**src/rtl/vga_pixel_fetch.sv**
```systemverilog
// vga_pixel_fetch: turns timing-generator coordinates into framebuffer reads
// and palette-expanded 4:4:4 RGB. Optional colour bars: VGA_FETCH_TEST_PATTERN_EN.
module vga_pixel_fetch #(
  parameter int RD_LATENCY = 1,
  parameter int ADDR_W     = 19
) (
  input  logic              clk,
  input  logic              reset_n,
  input  logic              pixel_strobe,
  input  logic              mode,
  input  logic              hsync_in,
  input  logic              vsync_in,
  input  logic              active_in,
  input  logic [9:0]        x,
  input  logic [8:0]        y,
  output logic [ADDR_W-1:0] fb_addr,
  output logic              fb_rd,
  input  logic [7:0]        fb_data,
  input  logic              pal_we,
  input  logic [7:0]        pal_addr,
  input  logic [11:0]       pal_wdata,
`ifdef VGA_FETCH_TEST_PATTERN_EN
  input  logic              test_en,
`endif
  output logic [3:0]        vga_r,
  output logic [3:0]        vga_g,
  output logic [3:0]        vga_b,
  output logic              hsync,
  output logic              vsync
);

  logic [ADDR_W-1:0]   fb_addr_q;
  logic                fb_rd_q;
  logic [ADDR_W-1:0]   y_w;
  logic [ADDR_W-1:0]   x_w;
  logic [ADDR_W-1:0]   addr_d;
  logic                fb_rd_d;
  logic [RD_LATENCY-1:0] act_dly_q;
  logic [RD_LATENCY:0] hs_dly_q;
  logic [RD_LATENCY:0] vs_dly_q;
  logic [7:0]          idx_q;
  logic                act_b_q;
  logic [11:0]         pix_d;
  logic [11:0]         rgb_q;
  logic                hs_q;
  logic                vs_q;
  logic [11:0]         pal_q [256];

  assign y_w = ADDR_W'(y);
  assign x_w = ADDR_W'(x);

  // y*320 or y*640 built from two shifts, no multiplier
  assign addr_d = mode ? (y_w << 8) + (y_w << 6) + x_w
                       : (y_w << 9) + (y_w << 7) + x_w;

`ifdef VGA_FETCH_TEST_PATTERN_EN
  logic [2:0] bar_dly_q [RD_LATENCY];
  logic [2:0] bar_b_q;

  assign fb_rd_d = active_in & ~test_en;
  assign pix_d   = !act_b_q ? 12'h000 :
                   test_en  ? {{4{bar_b_q[2]}}, {4{bar_b_q[1]}},
                               {4{bar_b_q[0]}}} :
                              pal_q[idx_q];

  // bar index travels alongside the RAM read so it lines up with stage C
  always_ff @(posedge clk or negedge reset_n) begin
    if (!reset_n) begin
      for (int i = 0; i < RD_LATENCY; i++) bar_dly_q[i] <= 3'd0;
      bar_b_q <= 3'd0;
    end else if (pixel_strobe) begin
      bar_dly_q[0] <= x[9:7];
      for (int i = 1; i < RD_LATENCY; i++) bar_dly_q[i] <= bar_dly_q[i-1];
      bar_b_q <= bar_dly_q[RD_LATENCY-1];
    end
  end
`else
  assign fb_rd_d = active_in;
  assign pix_d   = act_b_q ? pal_q[idx_q] : 12'h000;
`endif

  // stage A: issue read, plus active/sync delay lines matching RAM latency
  always_ff @(posedge clk or negedge reset_n) begin
    if (!reset_n) begin
      fb_addr_q <= '0;
      fb_rd_q   <= 1'b0;
      act_dly_q <= '0;
      hs_dly_q  <= '1;
      vs_dly_q  <= '1;
    end else if (pixel_strobe) begin
      fb_rd_q <= fb_rd_d;
      if (active_in) fb_addr_q <= addr_d;
      act_dly_q[0] <= active_in;
      for (int i = 1; i < RD_LATENCY; i++) act_dly_q[i] <= act_dly_q[i-1];
      hs_dly_q[0] <= hsync_in;
      vs_dly_q[0] <= vsync_in;
      for (int i = 1; i <= RD_LATENCY; i++) begin
        hs_dly_q[i] <= hs_dly_q[i-1];
        vs_dly_q[i] <= vs_dly_q[i-1];
      end
    end
  end

  // stage B: capture palette index returned by video RAM
  always_ff @(posedge clk or negedge reset_n) begin
    if (!reset_n) begin
      idx_q   <= 8'd0;
      act_b_q <= 1'b0;
    end else if (pixel_strobe) begin
      idx_q   <= fb_data;
      act_b_q <= act_dly_q[RD_LATENCY-1];
    end
  end

  // stage C: palette expansion and aligned syncs to the DAC
  always_ff @(posedge clk or negedge reset_n) begin
    if (!reset_n) begin
      rgb_q <= 12'h000;
      hs_q  <= 1'b1;
      vs_q  <= 1'b1;
    end else if (pixel_strobe) begin
      rgb_q <= pix_d;
      hs_q  <= hs_dly_q[RD_LATENCY];
      vs_q  <= vs_dly_q[RD_LATENCY];
    end
  end

  // palette write port; a same-cycle lookup still sees the old entry
  always_ff @(posedge clk) begin
    if (pal_we) pal_q[pal_addr] <= pal_wdata;
  end

  assign fb_addr = fb_addr_q;
  assign fb_rd   = fb_rd_q;
  assign vga_r   = rgb_q[11:8];
  assign vga_g   = rgb_q[7:4];
  assign vga_b   = rgb_q[3:0];
  assign hsync   = hs_q;
  assign vsync   = vs_q;

endmodule

```
**config.mk**
```make
export PLATFORM = sky130hd
export DESIGN_NAME = vga_pixel_fetch
export DESIGN_NICKNAME = d
export VERILOG_FILES = /design/src/rtl/vga_pixel_fetch.sv
export SDC_FILE = /design/constraint.sdc
export NUM_CORES = 2
export LEC_CHECK = 0
export CAP_MARGIN = 40
export CORE_ASPECT_RATIO = 1.4
export CORE_MARGIN = 3
export CORE_UTILIZATION = 37
export DETAILED_ROUTE_END_ITERATION = 8
export PLACE_DENSITY = 0.63
export SETUP_SLACK_MARGIN = 0.5
export SLEW_MARGIN = 40
export SYNTH_ARGS = -nofsm -noshare
export SYNTH_HDL_FRONTEND = slang
export SYNTH_SLANG_ARGS = --single-unit
```
**constraint.sdc**
```tcl
create_clock -name clk -period 6.5 [get_ports clk]
set_clock_uncertainty 0.2 [all_clocks]
set_input_delay 0.975 -clock clk [delete_from_list [all_inputs] [get_ports clk]]
set_output_delay 0.975 -clock clk [all_outputs]
set_load 0.1 [all_outputs]
```
==> results.rst <==
.. list-table::
   :header-rows: 1

   * - Metric
     - Value
   * - Post-route ant nets
     - 0
   * - Maximum frequency from static timing analysis
     - 0.203 GHz
   * - Number of register bits inferred by synthesis
     - slightly above 3000
   * - Power density relative to cell area
     - around 310 nW/um2
   * - Detailed-route via count
     - 56500
   * - Initial Util
     - 37.2%
   * - H-tree Lvls
     - 5
   * - Critical Path RT
     - 7020 ps
   * - VDD IR-drop max
     - 0.000238 V
   * - Dpl hpwl
     - 191000 um
   * - Unrepaired setup endpoints after global routing
     - false
   * - Die Y-Extent
     - 682 um
   * - Number of cells after detailed placement
     - 9547
   * - Total routed wirelength
     - 308000 um
   * - End-of-flow core utilization
     - 42.4%
   * - Width of the chip
     - between 400 and 500 um
   * - Post-route cell area
     - 137000 um2
   * - Worst hold slack
     - 274 ps
   * - Library cells used by synthesis
     - 54
   * - Final count of pins violating max slew
     - 0
   * - Result of the run
     - complete, no violations
   * - Capturing element type of the critical path
     - register
   * - Worst path cell trace
     - buf_4, buf_4, mux4_2, a221o_1, a21oi_1, a21oi_1, o211ai_1, o22ai_1
   * - Launching point of the worst reg2reg path
     - idx_q[0]
   * - Tcrit/Tclk final
     - 75.8%
   * - Top_reg_cell synth
     - sky130_fd_sc_hd__edfxtp_1
   * - Critical Path Source Type
     - register
   * - Average size of a mapped cell
     - about 23 um2
   * - Number of optimization iterations in the first detailed-route pass
     - 6
   * - GRT Residual Overflow
     - 0
   * - Overall power consumption
     - between 40 and 50 mW
   * - Final period demand of the worst path
     - 4930 ps
   * - Most common cell after layout, fill and taps aside
     - sky130_fd_sc_hd__edfxtp_1
   * - Setup Fix Bufs, Post-CTS
     - 0
   * - Clock latency at the later pin of the worst-skew pair
     - 900 ps
   * - Reg-to-Reg End
     - rgb_q[7]
   * - Number of ports placed on the die boundary
     - 89
   * - Worst relative slew slack
     - between 30% and 40%
   * - Register clock-pin slew on the reported worst setup and hold paths
     - 70 ps
   * - Commonest cells after routing, fill and taps aside
     - 3072 x sky130_fd_sc_hd__edfxtp_1, 849 x sky130_fd_sc_hd__mux4_2, 290 x sky130_fd_sc_hd__clkbuf_16
   * - Register-to-register setup slack
     - between 1500 and 2000 ps
   * - Maximum clock path buffer count
     - 4
   * - Endpoints failing setup
     - 0
   * - Signal arrival time at the worst endpoint
     - 5450 ps
   * - Setup_tns
     - 0 ps
   * - Share of cells above drive strength 1
     - 31.0%
   * - TritonCTS clock tree
     - yes
   * - Number of clock sinks
     - 3119
   * - Worst-path fanout max
     - 32
   * - Weighted congestion at the end of routability-driven global placement
     - 0.856
   * - Number of synthesis warnings
     - 0
   * - Nets@finish
     - 5695
   * - Final cell count without fillers
     - 10100
   * - Max capacitance violation total
     - 0
   * - Worst setup timing slack at the placement stage
     - 1580 ps
   * - Post-cts gate resize count
     - 0
   * - Setup CP Type
     - register to register
   * - Die outline area
     - between 300000 and 400000 um2
   * - Worst-Margin Slew
     - ~960 ps
   * - CTS Buf Count
     - 284
   * - Critical-path cell with the highest stage delay
     - sky130_fd_sc_hd__dfrtp_4
   * - Via count of the first global-routing pass
     - 58100
   * - Buffers plus inverters on the worst setup path
     - 2
   * - Worst-case setup margin in the final layout
     - between 1500 and 2000 ps
   * - Pin count of the biggest net entering global routing
     - 189
   * - DRC violation count after routing
     - 0
   * - Total global routing track utilization
     - about 18%
   * - Initial DRC Count
     - 5347
   * - Final Hold Vio Count
     - 0
   * - Sequential share of the synthesized area
     - 77.4%
   * - Via/cell ratio
     - about 5.6
   * - Area growth syn-to-layout
     - 13.8%
   * - Synthesized instance count
     - 5317
   * - Clock tree root driver cell
     - sky130_fd_sc_hd__clkbuf_16
   * - Max incr delay on CP
     - 870 ps
   * - Placement row count
     - 247
   * - Average detailed-routed wire length per instance
     - 30.6 um
   * - Leakage
     - 42.2 nW
   * - Cell area after technology mapping
     - 121000 um2
   * - Path class of the lowest-slack min-delay path
     - register to register
   * - Worst R2R Path Depth
     - 8
   * - Post-Syn Nets
     - 5400
   * - Count of port buffers added during placement
     - 88
   * - Std-Cell Core Area
     - 324000 um2
   * - Number of antenna violations at the first check in global routing
     - 16
   * - Hold path endpoint
     - fb_addr[13]
   * - Kind of cell adding the most delay to the critical path
     - compound AO/OA/AOI/OAI gates
   * - Beginning of the worst hold path
     - fb_addr[13]
   * - Total cell area at the placement stage
     - 128000 um2
   * - Global-route wire length before repair
     - 439000 um
   * - Hold-fix buffers at CTS
     - 0
   * - Share of flip-flops with an asynchronous set or reset
     - 1.51%
   * - Number of enable-type register cells in the synthesized netlist
     - 3072
   * - Number of cells traversed by the worst hold path
     - 2
==> layer usage <==
layer | track usage (%) | up-vias | routed length, um
met1 | 22.4 | 30500 | 113000
met4 | 8.66 | 12 | 16300
met3 | 3.24 | 563 | 20700
li1 | - | 23100 | -
met2 | 31.5 | 2329 | 158000
met5 | 0 | - | 69
==> worst register-to-register path, cell delays in order (launching register included) <==
cell	delay (ps)
sky130_fd_sc_hd__dfrtp_4	870
sky130_fd_sc_hd__buf_4	700
sky130_fd_sc_hd__buf_4	570
sky130_fd_sc_hd__mux4_2	620
sky130_fd_sc_hd__a221o_1	400
sky130_fd_sc_hd__a21oi_1	450
sky130_fd_sc_hd__a21oi_1	190
sky130_fd_sc_hd__o211ai_1	610
sky130_fd_sc_hd__o22ai_1	180
==> power by group <==
group	switching (mW)	leakage [nW]	internal, mW
Clock	7.32	4.48	9.48
Combinational	2.44	9.56	1.47
Sequential	0.121	28.2	22.2
==> flip-flops by register name, indices dropped and copies added (netlist names) <==
register   flops
pal_q       3072
hsync          1
rgb_q         12
fb_addr       19
act_dly_q      1
vs_dly_q       2
hs_dly_q       2
act_b_q        1
vsync          1
idx_q          8
==> cells by family (layout without fill, tap and decap cells) <==
logic type | Yosys count | after routing | share of synthesized area, %
other | 0 | 7 | 0
AOI/OAI and AO/OA | 267 | 267 | 1.53
xor gates and xnor gates | 12 | 12 | 0.0870
adders and majority gates | 28 | 28 | 0.321
muxes | 1035 | 1035 | 17.4
and+or+nand+nor | 518 | 518 | 1.84
buffers and inverters | 338 | 845 | 1.41
DFF | 3119 | 3119 | 77.4
==> cells in the mapped netlist (29+ instances only) <==
master	n	area share, %
sky130_fd_sc_hd__nand3_1	42	0.17
sky130_fd_sc_hd__mux2_2	58	0.54
sky130_fd_sc_hd__edfxtp_1	3072	76
sky130_fd_sc_hd__nand2_1	68	0.21
sky130_fd_sc_hd__o21ai_0	29	0.12
sky130_fd_sc_hd__buf_2	99	0.41
sky130_fd_sc_hd__mux2i_1	128	1.1
sky130_fd_sc_hd__dfrtp_1	41	0.85
sky130_fd_sc_hd__a21oi_1	45	0.19
sky130_fd_sc_hd__o22ai_1	66	0.34
sky130_fd_sc_hd__clkbuf_1	126	0.39
sky130_fd_sc_hd__nor2_1	307	0.95
sky130_fd_sc_hd__buf_4	36	0.22
sky130_fd_sc_hd__mux4_2	849	16
==> layout make-up <==
class	count	area (um2)
Inverter	28	105
Tap cell	4233	5300
Clock buffer	344	7500
Multi-Input combinational cell	1860	26200
Timing Repair Buffer	319	3200
Antenna cell	7	17.5
Clock inverter	154	1670
Fill cell	27200	187000
Sequential cell	3119	93500
==> worst max-delay path by stage <==
| stage | startpoint | to | slack [ps] | cells past startpoint |
|---|---|---|---|---|
| 6_report | idx_q[0] | rgb_q[7] | 1570 | 8 |
| 5_1_grt | idx_q[0] | rgb_q[7] | 1360 | 8 |
| 4_1_cts | idx_q[0] | rgb_q[7] | 1570 | 8 |
| 3_5_place_dp | idx_q[0] | rgb_q[7] | 1580 | 8 |
| 3_3_place_gp | pal_we | pal_q[206][3] | 1340 | 3 |
| 2_1_floorplan | y[0] | fb_addr[15] | 2990 | 12 |
Power figures use the tool's default switching activity.
